$ cat src/rtl/color_pkg.sv
// Shared colour types, sentinel colours and fade-controller definitions
// for the pixel compositor.
package color_pkg;

   typedef struct packed {
      logic [7:0] r;
      logic [7:0] g;
      logic [7:0] b;
   } rgb_t;

   typedef enum logic [1:0] {
      IDLE,
      FADE_OUT,
      HOLD,
      FADE_IN
   } fade_state_t;

   // Magenta is reserved as the "no pixel here" key colour on sprite layers.
   localparam rgb_t TRANSPARENT = 24'hFF00FF;
   localparam rgb_t BLACK       = 24'h000000;

   localparam logic [4:0] FADE_LEVEL_MAX = 5'd16;

   function automatic logic [7:0] scale_ch(input logic [7:0] ch, input logic [4:0] lvl);
      logic [12:0] p;
      p = 13'(ch) * 13'(lvl);
      return 8'(p >> 4);
   endfunction

   function automatic rgb_t scale_rgb(input rgb_t c, input logic [4:0] lvl);
      rgb_t s;
      s.r = scale_ch(c.r, lvl);
      s.g = scale_ch(c.g, lvl);
      s.b = scale_ch(c.b, lvl);
      return s;
   endfunction

endpackage

$ cat src/rtl/compositor_fade_ctrl.sv
// Fade-out / hold / fade-in sequencer. The brightness level only moves on a
// frame tick (rising edge of vsync seen on a pixel-enable cycle).
module compositor_fade_ctrl
   import color_pkg::*;
#(
   parameter int HOLD_FRAMES = 8
) (
   input  logic       clk,
   input  logic       rst_n,
   input  logic       pix_en,
   input  logic       vsync,
   input  logic       fade_start,
   output logic [4:0] level,
   output logic       fade_busy
);

   localparam int HW = (HOLD_FRAMES < 2) ? 1 : $clog2(HOLD_FRAMES + 1);

   fade_state_t   r_state;
   logic [4:0]    r_level;
   logic [HW-1:0] r_hold;
   logic          r_vs_d;
   logic          r_busy;
   logic          w_tick;

   assign w_tick    = pix_en & vsync & ~r_vs_d;
   assign level     = r_level;
   assign fade_busy = r_busy;

   // A start request coinciding with a tick only arms the sequence; the
   // first decrement waits for the following tick.
   always_ff @(posedge clk or negedge rst_n) begin
      if (!rst_n) begin
         r_state <= IDLE;
         r_level <= FADE_LEVEL_MAX;
         r_hold  <= '0;
         r_vs_d  <= 1'b0;
         r_busy  <= 1'b0;
      end else begin
         if (pix_en)
            r_vs_d <= vsync;
         case (r_state)
            IDLE: begin
               r_level <= FADE_LEVEL_MAX;
               if (fade_start) begin
                  r_state <= FADE_OUT;
                  r_busy  <= 1'b1;
               end
            end
            FADE_OUT: begin
               if (w_tick && r_level != 5'd0) begin
                  r_level <= r_level - 5'd1;
                  if (r_level == 5'd1) begin
                     r_state <= HOLD;
                     r_hold  <= '0;
                  end
               end
            end
            HOLD: begin
               if (w_tick) begin
                  if (r_hold == HW'(HOLD_FRAMES - 1)) begin
                     r_state <= FADE_IN;
                     r_hold  <= '0;
                  end else begin
                     r_hold <= r_hold + 1'b1;
                  end
               end
            end
            FADE_IN: begin
               if (w_tick && r_level != FADE_LEVEL_MAX) begin
                  r_level <= r_level + 5'd1;
                  if (r_level == FADE_LEVEL_MAX - 5'd1) begin
                     r_state <= IDLE;
                     r_busy  <= 1'b0;
                  end
               end
            end
            default: begin
               r_state <= IDLE;
               r_busy  <= 1'b0;
            end
         endcase
      end
   end

endmodule

$ cat src/rtl/pixel_compositor.sv
// Two-stage sprite compositor: stage 1 picks the top visible layer, stage 2
// applies the fade level and blanking. Fade is built only with COMPOSITOR_FADE_EN.
module pixel_compositor
   import color_pkg::*;
#(
   parameter int NUM_LAYERS  = 4,
   parameter int HOLD_FRAMES = 8
) (
   input  logic                  clk,
   input  logic                  rst_n,
   input  logic                  pix_en,
   input  logic                  in_hsync,
   input  logic                  in_vsync,
   input  logic                  in_de,
   input  rgb_t [NUM_LAYERS-1:0] layer_rgb,
   input  rgb_t                  bg_rgb,
   input  logic                  fade_start,
   output logic                  fade_busy,
   output rgb_t                  out_rgb,
   output logic                  out_hsync,
   output logic                  out_vsync,
   output logic                  out_de
);

   rgb_t w_sel;
   rgb_t w_scaled;
   rgb_t r1_rgb;
   logic r1_hs, r1_vs, r1_de;
   rgb_t r2_rgb;
   logic r2_hs, r2_vs, r2_de;

   // Walk from the lowest priority upward so layer 0 overwrites everything.
   always_comb begin
      w_sel = bg_rgb;
      for (int i = NUM_LAYERS - 1; i >= 0; i--) begin
         if (layer_rgb[i] != TRANSPARENT)
            w_sel = layer_rgb[i];
      end
   end

`ifdef COMPOSITOR_FADE_EN
   logic [4:0] w_level;

   compositor_fade_ctrl #(
      .HOLD_FRAMES (HOLD_FRAMES)
   ) u_fade_ctrl (
      .clk        (clk),
      .rst_n      (rst_n),
      .pix_en     (pix_en),
      .vsync      (in_vsync),
      .fade_start (fade_start),
      .level      (w_level),
      .fade_busy  (fade_busy)
   );

   assign w_scaled = scale_rgb(r1_rgb, w_level);
`else
   logic w_unused;

   assign w_unused  = fade_start;
   assign fade_busy = 1'b0;
   assign w_scaled  = r1_rgb;
`endif

   always_ff @(posedge clk or negedge rst_n) begin
      if (!rst_n) begin
         r1_rgb <= BLACK;
         r1_hs  <= 1'b0;
         r1_vs  <= 1'b0;
         r1_de  <= 1'b0;
         r2_rgb <= BLACK;
         r2_hs  <= 1'b0;
         r2_vs  <= 1'b0;
         r2_de  <= 1'b0;
      end else if (pix_en) begin
         r1_rgb <= w_sel;
         r1_hs  <= in_hsync;
         r1_vs  <= in_vsync;
         r1_de  <= in_de;
         r2_rgb <= r1_de ? w_scaled : BLACK;
         r2_hs  <= r1_hs;
         r2_vs  <= r1_vs;
         r2_de  <= r1_de;
      end
   end

   assign out_rgb   = r2_rgb;
   assign out_hsync = r2_hs;
   assign out_vsync = r2_vs;
   assign out_de    = r2_de;

endmodule

$ cat config.mk
export PLATFORM = sky130hd
export DESIGN_NAME = pixel_compositor
export DESIGN_NICKNAME = d
export VERILOG_FILES = /design/src/rtl/color_pkg.sv /design/src/rtl/compositor_fade_ctrl.sv /design/src/rtl/pixel_compositor.sv
export SDC_FILE = /design/constraint.sdc
export NUM_CORES = 1
export LEC_CHECK = 0
export BUFFER_PORTS_ARGS = -buffer_cell sky130_fd_sc_hd__buf_2
export CAP_MARGIN = 40
export CORE_MARGIN = 3
export CORE_UTILIZATION = 50
export DETAILED_ROUTE_END_ITERATION = 12
export PLACE_DENSITY = 0.86
export SLEW_MARGIN = 10
export SYNTH_ARGS = -nofsm -noshare
export SYNTH_HDL_FRONTEND = slang
export SYNTH_HIERARCHICAL = 1
export SYNTH_SLANG_ARGS = --single-unit
$ cat constraint.sdc
create_clock -name clk -period 1.75 [get_ports clk]
set_input_delay 0.35 -clock clk [delete_from_list [all_inputs] [get_ports clk]]
set_output_delay 0.35 -clock clk [all_outputs]
set_load 0.05 [all_outputs]
==> results.py <==
metrics = {
    "hold_path": {
        "worstHoldPathType": "input port to async pin",
    },
    "drt": {
        "routed_wl_um": 17600,
        "drc": 0,
        "drtIter0Drc": 680,
        "vias": 4505,
        "wl_per_cell_um": 27.4,
        "postRouteAntennaNets": 0,
        "first_pass_iters": 6,
        "vias_per_cell": 7.02,
    },
    "sta": {
        "fmax_mhz": 481,
        "whs_ps": -10.8,
        "timing.final.ws_setup_ps": -327,
        "slew_violations": 0,
        "setup_viol": 24,
        "slew_headroom": 0.456,
        "rsz0062_at_grt": "true",
        "tightest_slew_ps": 816,
        "fin_skew_ps": 13.3,
        "fin_crit_ps": 2080,
        "post-route-period-util": 1.19,
        "hold_viol_final": 9,
    },
    "floorplan": {
        "io_pins": 155,
        "rows": 28,
        "die-height_um": 86.4,
        "die_area_um2": 7460,
        "start_util": 0.530,
        "die_x_um": 86.4,
        "core_region_area_um2": 6100,
    },
    "power_and_ir_drop": {
        "power_mw": 3.55,
        "p_leak_nw": 2.65,
        "power_density_nw_per_um2": 656,
        "irDropWorstVdd_v": 0.000658,
    },
    "critical_path": {
        "required_ps": 1930,
        "cp_top_family": "simple AND/OR/NAND/NOR gates",
        "crit_fanout": 5,
        "cp_slowest_stage_delay_ps": 560,
        "critPathArrivalTime_ps": 2260,
        "setup.worst_path.start": "layer_rgb[85]",
        "crit_chain": "buf_6, or4b_4, or2_4, o311a_4, a221oi_4, o21ai_1",
        "cp-end-kind": "flop",
        "r2r_slack_ps": 310,
        "critPathBufInv": 1,
        "slowest_stage": "or4b_4",
        "critPathLaunchType": "input port",
        "regToRegStartpoint": "r1_de",
        "path_class": "input port to flop",
    },
    "clocking": {
        "cts_tree": "done",
        "clk-insertion-delay-late_ps": 320,
        "cts.clk_slew.worst_paths_ps": 110,
        "root_buffer": "clkbuf_8",
        "cts_buffers": 5,
        "cts_buffer_depth": 2,
        "clock-sinks": 54,
        "htreeDepth": 2,
    },
    "synthesis": {
        "syn_inst": 337,
        "ys.flop_type": "dfrtp_1",
        "synth_warnings": 6,
        "syn-num-nets": 464,
        "synth-edff-count": 0,
        "seq_area_frac_synth": 0.418,
        "netlist_area_um2": 3230,
        "ys_seq_elements": 54,
        "synthDistinctLibCells": 42,
        "syn_avg_cell_area_um2": 9.59,
        "ys_async_sr_fraction": 1.00,
    },
    "cells_and_area": {
        "area_growth_pct": 67.4,
        "mostFrequentLayoutCell": "buf_2",
        "diodes": 0,
        "drive_above_1_share": 0.577,
        "n_fill_cell": 260,
        "utilization": 0.887,
        "nets": 693,
        "mostFrequentLayoutCells": "buf_2, buf_4, dfrtp_1",
        "layoutNonFillerInstCount": 642,
    },
    "place": {
        "port_buffers": 152,
        "placed_cells": 625,
        "dp_hpwl_um": 9250,
        "gp_congestion": 0.961,
    },
    "global_routing": {
        "grt_pass1_vias": 4143,
        "grt_usage": 0.367,
        "grt_overflow_total": 0,
        "antenna_found_initial": 0,
        "grt_pass1_wl_um": 21100,
        "grt_max_degree": 35,
    },
    "outcome": {
        "violations": "negative hold slack, negative setup slack",
        "status": "finished, violations left",
    },
    "flow_run": {
        "cap_violations": 0,
    },
}
registers in the layout (all words and copies together), names as in the netlist:
register	cells
out_hsync	1
out_de	1
r1_rgb	24
r1_de	1
r1_vs	1
r1_hs	1
out_rgb	24
out_vsync	1
repair_timing:
| action | 4_1_cts | 5_1_grt |
|---|---|---|
| setup endpoints to repair | 22 | 24 |
| setup buffers | 5 | 2 |
| resized for setup | 45 | 28 |
| gates cloned | 3 | 0 |
| pin swaps | 40 | 31 |
| hold buffers | 0 | 0 |
worst register-to-register path, stage by stage (launching register included):
cell and delay [ps]:
dfrtp_1 880, nand3_1 280, o21ai_0 190
synth_stat cells (4+ instances only):
cell      count  area share
o21ai_0      27       0.042
or4b_1        4       0.012
o31ai_1       8       0.019
a221oi_1      6       0.016
a31o_2        8       0.022
a211oi_1      8       0.019
inv_1        24       0.028
nor2_1        9       0.010
a31oi_1      16       0.031
mux2i_1      10       0.031
nand3_1      40       0.062
nor2b_1      14       0.027
nand4b_1      6       0.016
dfrtp_1      54        0.42
a221oi_2      8       0.037
o311a_2       6       0.021
clkbuf_1     18       0.021
o311a_1       8       0.025
nand4_1       8       0.015
o21ai_1      11       0.017
buf_2         7       0.011
mux2_2        6       0.021
layer usage:
| layer | up-vias | share of wire | wire [um] | track usage |
|---|---|---|---|---|
| li1 | 1755 | - | - | - |
| met1 | 2036 | 0.31 | 5510 | 0.407 |
| met2 | 528 | 0.44 | 7800 | 0.627 |
| met3 | 186 | 0.14 | 2540 | 0.111 |
| met4 | 0 | 0.10 | 1760 | 0.197 |
| met5 | - | 0 | 0 | 0 |
kinds of logic after synthesis:
family          Yosys count  synth area share
other cells               1           0.00116
buf+inv                  54            0.0747
mux                      16            0.0519
simple gates            102             0.195
flops                    54             0.418
compound gates          110             0.259
path summary, 6_finish.rpt:
path,end,depth (start not counted)
min in group clk,r1_hs,2
hold reg to reg,out_vsync,1
max in group asynchronous,r1_rgb[3],2
setup / recovery,r1_rgb[23],6
setup reg to reg,out_rgb[5],2
hold / removal,r1_vs,1
power by group:
part | internal [mW] | switching (mW)
logic | 0.381 | 0.658
clock network | 0.610 | 0.428
registers | 1.37 | 0.0947
layout make-up:
cell class / count / area (um2) / area share
Tap cell: 75 / 93.8 / 0.0174
Clock inverter: 2 / 60.1 / 0.0111
Inverter: 24 / 90.1 / 0.0167
Sequential cell: 54 / 1350 / 0.250
Timing Repair Buffer: 251 / 1690 / 0.313
Clock buffer: 6 / 82.6 / 0.0153
Multi-Input combinational cell: 230 / 2040 / 0.377
metrics by stage:
| stage | setup slack [ps] | TNS (ps) | cell area, um2 |
|---|---|---|---|
| 2_1_floorplan | -338 | -5240 | 3310 |
| 3_3_place_gp | -603 | -11090 | 4710 |
| 3_5_place_dp | -708 | -12160 | 4710 |
| 4_1_cts | -180 | -2710 | 5180 |
| 5_1_grt | -454 | -4970 | 5410 |
| 6_report | -327 | -4510 | 5410 |
Power figures use the tool's default switching activity.
